File: src/rtl/uart_cmd_pkg.sv
// Shared constants, FSM state type and response-string lookup for the UART
// ASCII command controller.
package uart_cmd_pkg;

  localparam logic [7:0] ASCII_LF = 8'h0A;
  localparam logic [7:0] ASCII_CR = 8'h0D;
  localparam logic [7:0] ASCII_R  = 8'h52;
  localparam logic [7:0] ASCII_S  = 8'h53;
  localparam logic [7:0] ASCII_C  = 8'h43;
  localparam logic [7:0] ASCII_O  = 8'h4F;
  localparam logic [7:0] ASCII_K  = 8'h4B;
  localparam logic [7:0] ASCII_Q  = 8'h3F;
  localparam logic [7:0] ASCII_0  = 8'h30;
  localparam logic [7:0] ASCII_9  = 8'h39;

  localparam int RESP_OK_LEN  = 4;
  localparam int RESP_ERR_LEN = 3;
  localparam int IDX_W        = 2;
  localparam int CNT_W        = 4;

  typedef enum logic [1:0] {
    ST_IDLE,
    ST_ECHO,
    ST_DECODE,
    ST_RESP
  } state_e;

  typedef enum logic {
    RESP_OK,
    RESP_ERR
  } resp_e;

  // "OK\r\n" or "?\r\n", selected byte by byte
  function automatic logic [7:0] resp_byte(input resp_e sel, input logic [IDX_W-1:0] idx);
    logic [7:0] b;
    b = ASCII_LF;
    if (sel == RESP_ERR) begin
      case (idx)
        2'd0:    b = ASCII_Q;
        2'd1:    b = ASCII_CR;
        default: b = ASCII_LF;
      endcase
    end else begin
      case (idx)
        2'd0:    b = ASCII_O;
        2'd1:    b = ASCII_K;
        2'd2:    b = ASCII_CR;
        default: b = ASCII_LF;
      endcase
    end
    return b;
  endfunction

  function automatic logic [IDX_W-1:0] resp_last(input resp_e sel);
    return (sel == RESP_ERR) ? IDX_W'(RESP_ERR_LEN - 1) : IDX_W'(RESP_OK_LEN - 1);
  endfunction

  // Case-insensitive match against an upper-case letter
  function automatic logic is_letter(input logic [7:0] b, input logic [7:0] upper);
    return (b == upper) || (b == (upper | 8'h20));
  endfunction

endpackage

File: src/rtl/uart_dec_acc.sv
// Saturating decimal accumulator: acc = acc*10 + digit, clamped to all-ones,
// with a saturating count of digits entered since the last clear.
module uart_dec_acc
  import uart_cmd_pkg::*;
#(
  parameter int VAL_W = 16
) (
  input  logic             clk,
  input  logic             reset,
  input  logic             clr,
  input  logic             load_digit,
  input  logic [3:0]       digit,
  output logic [VAL_W-1:0] acc,
  output logic [CNT_W-1:0] digit_cnt
);

  localparam logic [VAL_W+3:0] TEN = (VAL_W+4)'(10);

  logic [VAL_W-1:0] acc_q, acc_d;
  logic [CNT_W-1:0] cnt_q, cnt_d;
  logic [VAL_W+3:0] acc_ext;
  logic [VAL_W+3:0] next_val;

  always_comb begin
    acc_ext  = {4'b0000, acc_q};
    next_val = (acc_ext * TEN) + {{VAL_W{1'b0}}, digit};
    acc_d    = acc_q;
    cnt_d    = cnt_q;
    if (clr) begin
      acc_d = '0;
      cnt_d = '0;
    end else if (load_digit) begin
      // Four extra bits always hold acc*10+9, so any high bit means overflow
      if (|next_val[VAL_W+3:VAL_W]) begin
        acc_d = '1;
      end else begin
        acc_d = next_val[VAL_W-1:0];
      end
      if (cnt_q != '1) begin
        cnt_d = cnt_q + 1'b1;
      end
    end
  end

  always_ff @(posedge clk) begin
    if (reset) begin
      acc_q <= '0;
      cnt_q <= '0;
    end else begin
      acc_q <= acc_d;
      cnt_q <= cnt_d;
    end
  end

  assign acc       = acc_q;
  assign digit_cnt = cnt_q;

endmodule

File: src/rtl/uart_cmd_ctrl.sv
// ASCII command controller between the UART RX and TX FIFOs: pops, echoes and
// decodes bytes, pulses command/value/error outputs and writes an ack string.
module uart_cmd_ctrl
  import uart_cmd_pkg::*;
#(
  parameter int VAL_W   = 16,
  parameter bit ECHO_EN = 1'b1
) (
  input  logic             clk,
  input  logic             reset,
  input  logic             rx_empty,
  input  logic [7:0]       rx_data,
  output logic             rx_en,
  input  logic             tx_full,
  output logic             tx_en,
  output logic [7:0]       tx_data,
  output logic             cmd_run,
  output logic             cmd_stop,
  output logic             cmd_clear,
  output logic [VAL_W-1:0] value,
  output logic             value_valid,
  output logic             err
);

  state_e            state_q, state_d;
  logic [7:0]        byte_q, byte_d;
  resp_e             resp_q, resp_d;
  logic [IDX_W-1:0]  idx_q, idx_d;
  logic              run_q, run_d;
  logic              stop_q, stop_d;
  logic              clear_q, clear_d;
  logic              vv_q, vv_d;
  logic              err_q, err_d;
  logic [VAL_W-1:0]  value_q, value_d;

  logic              acc_clr;
  logic              acc_load;
  logic [VAL_W-1:0]  acc;
  logic [CNT_W-1:0]  digit_cnt;
  logic              is_digit;

  logic              rx_en_c;
  logic              tx_en_c;
  logic [7:0]        tx_data_c;

  uart_dec_acc #(
    .VAL_W(VAL_W)
  ) u_acc (
    .clk        (clk),
    .reset      (reset),
    .clr        (acc_clr),
    .load_digit (acc_load),
    .digit      (byte_q[3:0]),
    .acc        (acc),
    .digit_cnt  (digit_cnt)
  );

  assign is_digit = (byte_q >= ASCII_0) && (byte_q <= ASCII_9);

  always_comb begin
    state_d   = state_q;
    byte_d    = byte_q;
    resp_d    = resp_q;
    idx_d     = idx_q;
    value_d   = value_q;
    run_d     = 1'b0;
    stop_d    = 1'b0;
    clear_d   = 1'b0;
    vv_d      = 1'b0;
    err_d     = 1'b0;
    acc_clr   = 1'b0;
    acc_load  = 1'b0;
    rx_en_c   = 1'b0;
    tx_en_c   = 1'b0;
    tx_data_c = 8'h00;

    case (state_q)
      ST_IDLE: begin
        if (!rx_empty) begin
          rx_en_c = 1'b1;
          byte_d  = rx_data;
          state_d = ST_ECHO;
        end
      end

      ST_ECHO: begin
        if (!ECHO_EN) begin
          state_d = ST_DECODE;
        end else if (!tx_full) begin
          tx_en_c   = 1'b1;
          tx_data_c = byte_q;
          state_d   = ST_DECODE;
        end
      end

      ST_DECODE: begin
        idx_d   = '0;
        state_d = ST_IDLE;
        if (is_letter(byte_q, ASCII_R) || is_letter(byte_q, ASCII_S) ||
            is_letter(byte_q, ASCII_C)) begin
          run_d   = is_letter(byte_q, ASCII_R);
          stop_d  = is_letter(byte_q, ASCII_S);
          clear_d = is_letter(byte_q, ASCII_C);
          acc_clr = 1'b1;
          resp_d  = RESP_OK;
          state_d = ST_RESP;
        end else if (is_digit) begin
          acc_load = 1'b1;
        end else if (byte_q == ASCII_CR) begin
          // A bare CR (no digits entered) is treated like a blank line
          if (digit_cnt != '0) begin
            value_d = acc;
            vv_d    = 1'b1;
            acc_clr = 1'b1;
            resp_d  = RESP_OK;
            state_d = ST_RESP;
          end
        end else if (byte_q != ASCII_LF) begin
          err_d   = 1'b1;
          acc_clr = 1'b1;
          resp_d  = RESP_ERR;
          state_d = ST_RESP;
        end
      end

      ST_RESP: begin
        tx_data_c = resp_byte(resp_q, idx_q);
        if (!tx_full) begin
          tx_en_c = 1'b1;
          if (idx_q == resp_last(resp_q)) begin
            state_d = ST_IDLE;
          end else begin
            idx_d = idx_q + 1'b1;
          end
        end
      end

      default: state_d = ST_IDLE;
    endcase
  end

  always_ff @(posedge clk) begin
    if (reset) begin
      state_q <= ST_IDLE;
      byte_q  <= 8'h00;
      resp_q  <= RESP_OK;
      idx_q   <= '0;
      value_q <= '0;
      run_q   <= 1'b0;
      stop_q  <= 1'b0;
      clear_q <= 1'b0;
      vv_q    <= 1'b0;
      err_q   <= 1'b0;
    end else begin
      state_q <= state_d;
      byte_q  <= byte_d;
      resp_q  <= resp_d;
      idx_q   <= idx_d;
      value_q <= value_d;
      run_q   <= run_d;
      stop_q  <= stop_d;
      clear_q <= clear_d;
      vv_q    <= vv_d;
      err_q   <= err_d;
    end
  end

  // FIFO strobes are gated by reset so no byte is lost or written mid-reset
  assign rx_en       = rx_en_c & ~reset;
  assign tx_en       = tx_en_c & ~reset;
  assign tx_data     = tx_data_c;
  assign cmd_run     = run_q;
  assign cmd_stop    = stop_q;
  assign cmd_clear   = clear_q;
  assign value       = value_q;
  assign value_valid = vv_q;
  assign err         = err_q;

endmodule

File: config.mk
export PLATFORM = sky130hd
export DESIGN_NAME = uart_cmd_ctrl
export DESIGN_NICKNAME = d
export VERILOG_FILES = /design/src/rtl/uart_cmd_pkg.sv /design/src/rtl/uart_dec_acc.sv /design/src/rtl/uart_cmd_ctrl.sv
export SDC_FILE = /design/constraint.sdc
export NUM_CORES = 1
export LEC_CHECK = 0
export CAP_MARGIN = 20
export CORE_MARGIN = 2
export CORE_UTILIZATION = 50
export CTS_CLUSTER_SIZE = 14
export DETAILED_ROUTE_END_ITERATION = 12
export PLACE_DENSITY = 0.73
export SLEW_MARGIN = 20
export SYNTH_ARGS = -nofsm -noshare
export SYNTH_HDL_FRONTEND = slang
export SYNTH_SLANG_ARGS = --single-unit
File: constraint.sdc
create_clock -name clk -period 5.1 [get_ports clk]
set_input_delay 0.51 -clock clk [delete_from_list [all_inputs] [get_ports clk]]
set_output_delay 0.51 -clock clk [all_outputs]
set_load 0.02 [all_outputs]
==> impl_metrics.csv <==
group,metric,value,unit
outcome,status,"finished clean",
route,dr_total_vias,3256,
cts,clockBufferDepth,2,
logic_synthesis,syn_nets,488,
route,wl_per_cell,14.71,um
setup_path,end_kind,"register",
setup_path,crit_arrival,3.79,ns
global_route,grt.total_usage,21.29,%
route,m1WireLength,4155,um
timing,rsz0062_at_grt,"no",
route,via_per_inst,5.732,
power_and_ir_drop,ir_drop,0.1114,mV
setup_path,worst_path_max_delay_cell,"nor3_4",
die,die-area,7952,um^2
logic_synthesis,netlist.area_leader.share,29.80,%
timing,period_needed,3.629,ns
cts,cts_root_buf,"clkbuf_8",
timing,fin_crit_sh,71.16,%
route,wl_met3,281,um
min_path,hp-class,"reg2reg",
logic_synthesis,synth_area_leaders,"dfxtp_1 30%, ha_1 13%, nand2_1 6.1%",
die,die_x,89.18,um
power_and_ir_drop,power_density,197.4,nW/um^2
die,io_pins,43,
timing,finalClockSkew,0.009983,ns
global_route,grt_pass1_wl,13630,um
global_route,grt_overflow,0,
timing,holdWs,0.4570,ns
logic_synthesis,ys_types,68,
die,row_count,31,
power_and_ir_drop,p_int,0.6166,mW
route,drt_wl_total,8355,um
global_route,grt_pass1_vias,2918,
logic_synthesis,synth_common_cells,"59 x nand2_1, 54 x dfxtp_1, 39 x ha_1, 37 x a21oi_1, 27 x o21ai_0",
cells_and_area,drive_gt1_share,6.823,%
power_and_ir_drop,swShare,25.64,%
cts,h-tree-depth,2,
setup_path,crit_type,"reg2reg",
setup_path,path_cells,"ha_1 > ha_1 > inv_1 > fa_1 > nor2b_1 > o211ai_1 > a211o_2 > a32oi_2 > and4b_1 > a31oi_1 > nor3_4 > a31oi_1",
placement,gp_congestion,0.8207,
die,design.core.area,7137,um^2
setup_path,required,5.26,ns
timing,drv_slew,0,
setup_path,cpPeakStageDelay,0.57,ns
power_and_ir_drop,pwr-share-clk,34.7,%
logic_synthesis,yosys.cell_count.top_type,"nand2_1",
global_route,antenna_found_initial,0,
timing,hold_viol,0,
cts,post_cts_resized,0,
cells_and_area,area_growth,15.83,%
logic_synthesis,synth_flop_cell,"dfxtp_1",
power_and_ir_drop,p_seq_share,54.4,%
route,top_layer,"met4",
cells_and_area,nets,521,
cells_and_area,diodes,0,
power_and_ir_drop,cellLeakagePower,1.652,nW
flow_run,drv_cap,0,
setup_path,crit_fanout,16,
cts,clock-sinks,54,
cts,worst_skew_pair.late_latency,0.31,ns
placement,post-dp-hpwl,6495,um
timing,setup_viol,0,
timing,tightest_slew,1.022,ns
power_and_ir_drop,p_sw,0.2126,mW
route,antenna_left,0,
route,post-route-drc-count,0,
logic_synthesis,syn_inst,435,
logic_synthesis,async_reset_ff_share,0,%
cts,post_cts_buffers,0,
power_and_ir_drop,pwr-share-comb,10.9,%
logic_synthesis,ys_ff_latch,54,
die,start_util,50.82,%
logic_synthesis,yosys_warnings,0,
logic_synthesis,synthesis.area,3627,um^2
logic_synthesis,yosysSeqAreaShare,29.80,%
cts,clk_pin_slew,0.10,ns
logic_synthesis,avgSynthCellArea,8.338,um^2
route,wl_met2,3861,um
setup_path,start_kind,"register",
cts,cts_buffers,5,
timing,fmax,275.5,MHz
global_route,grt_max_degree,22,
logic_synthesis,synth_edf_count,0,
route,drt-initial-drc-count,229,
timing,setup_tns,0,ns
cts,tritoncts,"built",
route,firstDrtPassIters,4,
placement,io_buffer_count,42,
cts,cts_hold_buf,0,
die,die_y,89.18,um
timing,relSlewSlack,31.32,%
logic_synthesis,synth_largest_area_cell,"dfxtp_1",
cells in the final DEF, fill, tap and decap left out, types with 5 or more instances in the layout:
cell	count
a21o_1	6
a21oi_1	37
a31oi_1	23
clkbuf_8	5
clkdlybuf4s50_1	42
dfxtp_1	54
ha_1	39
inv_1	16
nand2_1	59
nand2b_1	8
nand3_1	6
nor2_1	25
nor3_1	10
o21ai_0	27
xnor2_1	14
xor2_1	8
area by class of cell:
| type | count | area (um^2) |
|---|---|---|
| Fill cell | 666 | 2935 |
| Timing Repair Buffer | 45 | 442.9 |
| Sequential cell | 54 | 1081 |
| Inverter | 16 | 60.06 |
| Tap cell | 99 | 123.9 |
| Multi-Input combinational cell | 346 | 2384 |
| Clock buffer | 6 | 72.57 |
| Clock inverter | 2 | 37.54 |
flip-flops by register name, summed over array words and instances, names as in the netlist:
| signal | flops |
|---|---|
| state_q | 2 |
| byte_q | 8 |
| cmd_clear | 1 |
| u_acc.digit_cnt | 4 |
| cmd_run | 1 |
| value | 16 |
| cmd_stop | 1 |
| resp_q | 1 |
| u_acc.acc | 16 |
| idx_q | 2 |
| err | 1 |
| value_valid | 1 |
path summary, 6_finish.rpt:
check | from | endpoint | slack [ns] | depth (start not counted)
max | u_acc.acc[1] | u_acc.acc[13] | 1.47 | 12
min reg2reg | value[12] | value[12] | 0.46 | 2
max reg2reg | u_acc.acc[1] | u_acc.acc[13] | 1.47 | 12
min | value[12] | value[12] | 0.46 | 2
through the flow:
| stage | setup slack, ns | instances | power (mW) | util [%] | instance area [um^2] |
|---|---|---|---|---|---|
| 4_1_cts | 1.502 | 568 | 0.8280 | 58.87 | 4202 |
| 3_5_place_dp | 1.525 | 560 | 0.5500 | 57.33 | 4091 |
| 5_1_grt | 1.208 | 568 | 0.8597 | 58.87 | 4202 |
| 3_3_place_gp | 1.644 | 560 | 0.5484 | 57.33 | 4091 |
| 2_1_floorplan | 1.948 | 435 | 0.5147 | - | 3627 |
| 6_report | 1.471 | 568 | 0.8292 | 58.87 | 4202 |
kinds of logic after synthesis:
kind of cell             synth area share, %
AO/OA/AOI/OAI                          23.66
buffers and inverters                  4.657
flip-flops                             29.80
multiplexers                           1.138
XOR/XNOR                               5.312
AND/OR/NAND/NOR                        20.87
adder cells (fa/ha/maj)                14.56
critical path, delay by kind of cell, from the launching register on:
kind	cells	cell delay, ns
adders and majority gates	3	0.86
and+or+nand+nor	3	1.10
buffers and inverters	1	0.06
DFF	1	0.36
AOI/OAI and AO/OA	5	1.11
routing by layer:
metal  vias to the layer above  global-route usage (%)
met4                         0                   5.156
li1                       1648                       -
met1                      1533                   30.17
met2                        71                   34.95
met3                         4                   2.031
met5                         -                       0
power by group through the flow:
stage | clock (mW) | sequential, mW | combinational [mW]
2_1_floorplan | 0 | 0.449 | 0.0653
3_3_place_gp | 0 | 0.460 | 0.0884
3_5_place_dp | 0 | 0.460 | 0.0896
4_1_cts | 0.288 | 0.450 | 0.0900
5_1_grt | 0.306 | 0.453 | 0.101
6_report | 0.288 | 0.451 | 0.0901
(Power assumes the default switching activity.)
